[src/rtl/fetch_stage_pkg.sv]
// Shared constants and FSM state type for the instruction fetch stage.
package fetch_stage_pkg;

  localparam int unsigned XLEN       = 32;
  localparam logic [31:0] NOP_INSTR  = 32'h0000_0013;
  localparam int unsigned RS1_OFFSET = 15;
  localparam int unsigned RS2_OFFSET = 20;

  typedef enum logic [1:0] {
    FETCH,
    WAIT,
    HOLD
  } state_e;

endpackage

[src/rtl/if_id_reg.sv]
// IF/ID pipeline register: load, bubble on empty advance, flush, async reset.
module if_id_reg #(
  parameter int unsigned XLEN      = fetch_stage_pkg::XLEN,
  parameter logic [31:0] NOP_INSTR = fetch_stage_pkg::NOP_INSTR
) (
  input  logic            clk,
  input  logic            rst,
  input  logic            en,
  input  logic            load,
  input  logic            flush,
  input  logic [XLEN-1:0] load_pc,
  input  logic [31:0]     load_instr,
  output logic            valid,
  output logic [XLEN-1:0] pc,
  output logic [31:0]     instr
);
  import fetch_stage_pkg::*;

  always_ff @(posedge clk or posedge rst) begin
    if (rst) begin
      valid <= 1'b0;
      pc    <= '0;
      instr <= NOP_INSTR;
    end else if (flush) begin
      valid <= 1'b0;
      instr <= NOP_INSTR;
    end else if (en) begin
      if (load) begin
        valid <= 1'b1;
        pc    <= load_pc;
        instr <= load_instr;
      end else begin
        // Advancing with nothing to hand over inserts a bubble.
        valid <= 1'b0;
        instr <= NOP_INSTR;
      end
    end
  end

endmodule

[src/rtl/fetch_stage.sv]
// Instruction fetch: single-outstanding imem request FSM, PC, one-entry skid and IF/ID register.
module fetch_stage #(
  parameter int unsigned      XLEN          = fetch_stage_pkg::XLEN,
  parameter int unsigned      REGADDR_WIDTH = 4,
  parameter logic [XLEN-1:0]  RESET_PC      = '0,
  parameter logic [31:0]      NOP_INSTR     = fetch_stage_pkg::NOP_INSTR
) (
  input  logic                     clk,
  input  logic                     rst,
  input  logic                     pc_write,
  input  logic                     if_id_write,
  input  logic                     branch_taken,
  input  logic [XLEN-1:0]          branch_target,
  output logic                     imem_req_valid,
  output logic [XLEN-1:0]          imem_req_addr,
  input  logic                     imem_req_ready,
  input  logic                     imem_rsp_valid,
  input  logic [31:0]              imem_rsp_data,
  output logic                     if_id_valid,
  output logic [XLEN-1:0]          if_id_pc,
  output logic [31:0]              if_id_instr,
  output logic [REGADDR_WIDTH-1:0] if_id_rs,
  output logic [REGADDR_WIDTH-1:0] if_id_rt
);
  import fetch_stage_pkg::*;

  state_e          state_q, state_d;
  logic [XLEN-1:0] pc_q, pc_d;
  logic [XLEN-1:0] skid_pc_q, skid_pc_d;
  logic [31:0]     skid_instr_q, skid_instr_d;
  logic            kill_q, kill_d;
  logic            advance, load;
  logic [XLEN-1:0] load_pc;
  logic [31:0]     load_instr;

  assign advance = pc_write & if_id_write;

  always_ff @(posedge clk or posedge rst) begin
    if (rst) begin
      state_q      <= FETCH;
      pc_q         <= RESET_PC;
      kill_q       <= 1'b0;
      skid_pc_q    <= '0;
      skid_instr_q <= NOP_INSTR;
    end else begin
      state_q      <= state_d;
      pc_q         <= pc_d;
      kill_q       <= kill_d;
      skid_pc_q    <= skid_pc_d;
      skid_instr_q <= skid_instr_d;
    end
  end

  always_comb begin
    state_d      = state_q;
    pc_d         = pc_q;
    kill_d       = kill_q;
    skid_pc_d    = skid_pc_q;
    skid_instr_d = skid_instr_q;
    load         = 1'b0;
    unique case (state_q)
      FETCH: begin
        if (branch_taken) begin
          pc_d   = branch_target;
          // The old address is accepted this cycle, so its response must be dropped.
          kill_d = imem_req_ready;
        end
        if (imem_req_ready) state_d = WAIT;
      end
      WAIT: begin
        if (branch_taken) begin
          pc_d   = branch_target;
          kill_d = ~imem_rsp_valid;
          if (imem_rsp_valid) state_d = FETCH;
        end else if (imem_rsp_valid) begin
          state_d = FETCH;
          if (kill_q) begin
            kill_d = 1'b0;
          end else if (advance) begin
            load = 1'b1;
            pc_d = pc_q + XLEN'(4);
          end else begin
            skid_pc_d    = pc_q;
            skid_instr_d = imem_rsp_data;
            state_d      = HOLD;
          end
        end
      end
      HOLD: begin
        if (branch_taken) begin
          pc_d    = branch_target;
          state_d = FETCH;
        end else if (advance) begin
          load    = 1'b1;
          pc_d    = pc_q + XLEN'(4);
          state_d = FETCH;
        end
      end
      default: state_d = FETCH;
    endcase
  end

  always_comb begin
    imem_req_valid = (state_q == FETCH);
    imem_req_addr  = pc_q;
    load_pc        = (state_q == HOLD) ? skid_pc_q : pc_q;
    load_instr     = (state_q == HOLD) ? skid_instr_q : imem_rsp_data;
  end

  if_id_reg #(
    .XLEN      (XLEN),
    .NOP_INSTR (NOP_INSTR)
  ) u_if_id_reg (
    .clk        (clk),
    .rst        (rst),
    .en         (advance),
    .load       (load),
    .flush      (branch_taken),
    .load_pc    (load_pc),
    .load_instr (load_instr),
    .valid      (if_id_valid),
    .pc         (if_id_pc),
    .instr      (if_id_instr)
  );

  assign if_id_rs = if_id_instr[RS1_OFFSET +: REGADDR_WIDTH];
  assign if_id_rt = if_id_instr[RS2_OFFSET +: REGADDR_WIDTH];

endmodule

[config.mk]
export PLATFORM = sky130hd
export DESIGN_NAME = fetch_stage
export DESIGN_NICKNAME = d
export VERILOG_FILES = /design/src/rtl/fetch_stage_pkg.sv /design/src/rtl/if_id_reg.sv /design/src/rtl/fetch_stage.sv
export SDC_FILE = /design/constraint.sdc
export NUM_CORES = 1
export LEC_CHECK = 0
export CAP_MARGIN = 0
export CORE_MARGIN = 3
export CORE_UTILIZATION = 50
export CTS_CLUSTER_SIZE = 40
export DETAILED_ROUTE_END_ITERATION = 6
export HOLD_SLACK_MARGIN = 0.08
export PLACE_DENSITY_LB_ADDON = 0.12
export REMOVE_ABC_BUFFERS = 1
export SLEW_MARGIN = 20
export SYNTH_ARGS = -nofsm -noshare
export SYNTH_HDL_FRONTEND = slang
export SYNTH_SLANG_ARGS = --single-unit
[constraint.sdc]
create_clock -name clk -period 5.9 [get_ports clk]
set_input_delay 0.59 -clock clk [delete_from_list [all_inputs] [get_ports clk]]
set_output_delay 0.59 -clock clk [all_outputs]
set_load 0.005 [all_outputs]
==> impl_metrics.py <==
metrics = {
    "clock_tree": {
        "worstSkewPairLatency_ns": 0.42,
        "cts_max_path_buffers": 2,
        "cts_tree": "done",
        "numClockSinks": 164,
        "clkSlewWorstSetupHoldPaths_ns": 0.06,
        "htree_levels": 4,
        "clockRootBuffer": "clkbuf_16",
        "cts-buffers-inserted": 17,
        "cts_hold_buf": 0,
        "cts.repair.resized": 0,
        "cts_setup_buffers": 0,
    },
    "pwr": {
        "combPwrFrac_pct": 35.6,
        "power.total_uw": 4660,
        "internal_power_uw": 3090,
        "power_density_mw_per_mm2": 464,
        "p_seq_share_pct": 41.5,
        "p_leak_uw": 0.00408,
        "p_switching_uw": 1570,
        "swShare_pct": 33.7,
        "p_clk_share_pct": 22.9,
        "peakVddDrop_mv": 0.269,
    },
    "routing": {
        "dr.pass1.iters": 5,
        "routed_wirelength_um": 18800,
        "viasPerCell": 5.77,
        "vias": 6011,
        "first_iter_violations": 468,
        "remaining_drc_errors": 0,
        "wl_per_cell_um": 18.0,
        "antenna_left": 0,
    },
    "sta": {
        "rsz0062_at_grt": "false",
        "worst_slew_pin_slew_ns": 1.00,
        "fin_setup_tns_ns": 0,
        "fmax_mhz": 326,
        "worst_slew_margin_rel_pct": 33.4,
        "min_period_ns": 3.07,
        "final-hold-violation-count": 0,
        "slew_violations": 0,
        "final-setup-viol-count": 0,
        "fin_skew_ns": 0.00860,
        "fin_crit_sh_pct": 52.0,
    },
    "layout": {
        "final_nets": 920,
        "design_area_sq_mm": 0.0100,
        "fillers": 1110,
        "n_antenna_cell": 0,
        "seq_area_sq_mm": 0.00411,
        "multi_input_area_sq_mm": 0.00326,
        "area_delta_synth_final_pct": 31.2,
        "drive_above_1_share_pct": 14.6,
    },
    "logic_synthesis": {
        "synth-seq-cells": 164,
        "synthTopCellsByArea": "dfrtp_1 (52%), mux2_2 (10%), mux2i_1 (8.0%), o21ai_0 (5.4%), nand2_1 (4.4%)",
        "synth_area_sq_mm": 0.00764,
        "ys_types": 50,
        "synth.avg_cell_area_sq_um": 11.0,
        "yosysWarnings": 0,
        "yosysTopAreaCell": "dfrtp_1",
        "synth_top_cell_area_share_pct": 51.7,
        "synth_flop_cell": "dfrtp_1",
        "async_reset_ff_share_pct": 100,
        "netlist_instances": 697,
        "synth_edf_count": 0,
        "yosysSeqAreaShare_pct": 53.8,
    },
    "placed_design": {
        "finalWeightedCongestion": 0.891,
        "dp_hpwl_um": 12400,
        "placed_area_sq_mm": 0.00946,
        "io_buffers": 176,
    },
    "critical_path": {
        "worstPathMaxFanout": 25,
        "worstSetupStartpointType": "register",
        "worst-setup-path-type": "register to register",
        "crit_path_end_kind": "register",
        "critPathRequiredTime_ns": 6.24,
        "cp.arrival_ns": 3.41,
        "rrSetupSlack_ns": 2.83,
    },
    "floorplanning": {
        "initial_utilization_pct": 51.8,
        "core_area_sq_mm": 0.0148,
        "die_w_um": 130,
        "num_io_pins": 177,
        "die_y_um": 130,
        "row_count": 44,
        "fp.dieArea_sq_mm": 0.0168,
    },
    "global_routing": {
        "antenna_found_initial": 0,
        "grt_max_degree": 114,
        "grt_pass1_vias": 6060,
        "grt_overflow": 0,
        "grt_pass1_wl_um": 30800,
        "grt.total_usage_pct": 23.1,
    },
    "worst_hold_path": {
        "hold_class": "register to register",
    },
    "job": {
        "max-cap-violations": 0,
    },
    "run_status": {
        "status": "completed",
    },
}
[critical path: stages (launching register included)]
cell and delay (ns):
dfrtp_1 0.39, inv_1 0.10, ha_1 0.31, nor2b_1 0.21, a311oi_4 0.67, and2_1 0.89
a41oi_1 0.21, a21oi_1 0.19
[state kept, by name (all words and copies together) (netlist names)]
signal / count
state_q: 2
u_if_id_reg.instr: 32
u_if_id_reg.pc: 32
imem_req_addr: 32
skid_instr_q: 32
skid_pc_q: 32
u_if_id_reg.valid: 1
kill_q: 1
[cell usage after synthesis, types with 11 or more instances]
cell / number
buf_2: 19
dfrtp_1: 158
nand3_1: 21
o21ai_0: 82
a21oi_1: 26
inv_1: 11
mux2i_1: 61
a2bb2oi_1: 11
clkbuf_1: 20
nor2_1: 21
nand2_1: 89
nand4_1: 12
mux2_2: 70
[per-stage QoR]
step | hold slack (ns) | utilization [%] | worst slack (ns) | instances
6_report | 0.479 | 68.0 | 2.83 | 1041
5_1_grt | 0.496 | 68.0 | 2.59 | 1041
4_1_cts | 0.483 | 68.0 | 2.86 | 1041
3_5_place_dp | 0.469 | 64.1 | 2.49 | 1009
3_3_place_gp | 0.462 | 64.1 | 2.60 | 1009
2_1_floorplan | 0.471 | - | 0.278 | 643
[cell families after synthesis]
kind of cell / share of synthesized area [%]
adder cells (fa/ha/maj): 0.818
flip-flops: 53.8
AND/OR/NAND/NOR: 10.8
multiplexers: 18.3
AO/OA/AOI/OAI: 12.3
buffers and inverters: 4.01
[metal layers]
layer  track usage, %  wire length (um)
met3             5.69              1100
met2             37.8              8960
met1             30.5              8420
met5                0                 0
met4             7.27               285
[cell usage in the layout (no fill, tap or decap), types with 2 or more instances in the layout]
master / count
a22oi_1: 2
a21oi_1: 25
clkinv_2: 3
ha_1: 4
nand2_1: 88
nand4_1: 12
clkbuf_8: 3
mux2_2: 70
inv_6: 2
mux2i_1: 61
o22a_1: 4
a2bb2oi_1: 11
a211oi_1: 4
nand3_1: 21
o311ai_1: 3
clkdlybuf4s50_1: 176
o21ai_1: 2
o21ai_0: 82
dfstp_2: 6
o22ai_1: 7
clkinvlp_4: 3
inv_1: 10
o211ai_1: 2
nor3_1: 9
and3_1: 6
nand3b_1: 2
nor2_1: 21
dfrtp_1: 158
clkbuf_16: 17
nand2b_1: 2
nor3_2: 3
buf_4: 6
clkinv_4: 3
nor4_1: 3
[cell type report]
type                            instances  area share, %
Clock buffer                           21           4.69
Clock inverter                         11           1.02
Inverter                               11          0.461
Multi-Input combinational cell        468           32.5
Sequential cell                       164           41.0
Tap cell                              184           2.29
Timing Repair Buffer                  182           18.0
[path summary, 6_finish.rpt]
kind / from / to / cells after the start
worst max-delay path: state_q[0]$_DFFE_PP0P_ / imem_req_addr[18]$_DFFE_PP0P_ / 7
worst min-delay path: u_if_id_reg.pc[23]$_DFFE_PP0P_ / u_if_id_reg.pc[23]$_DFFE_PP0P_ / 2
worst max register to register: state_q[0]$_DFFE_PP0P_ / imem_req_addr[18]$_DFFE_PP0P_ / 7
worst min register to register: u_if_id_reg.pc[23]$_DFFE_PP0P_ / u_if_id_reg.pc[23]$_DFFE_PP0P_ / 2
max in group asynchronous: rst / imem_req_addr[27]$_DFFE_PP0P_ / 3
min in group asynchronous: rst / u_if_id_reg.instr[2]$_DFFE_PP0P_ / 2
[power by group through the flow]
stage                     Combinational, uW  Clock, uW  Sequential, uW
after floorplan                         962          0            1870
after global placement                 1600          0            1910
after detailed placement               1660          0            1950
after CTS                              1670       1090            1930
after global routing                   1830       1130            2000
final                                  1660       1070            1940
(Power assumes the default switching activity.)
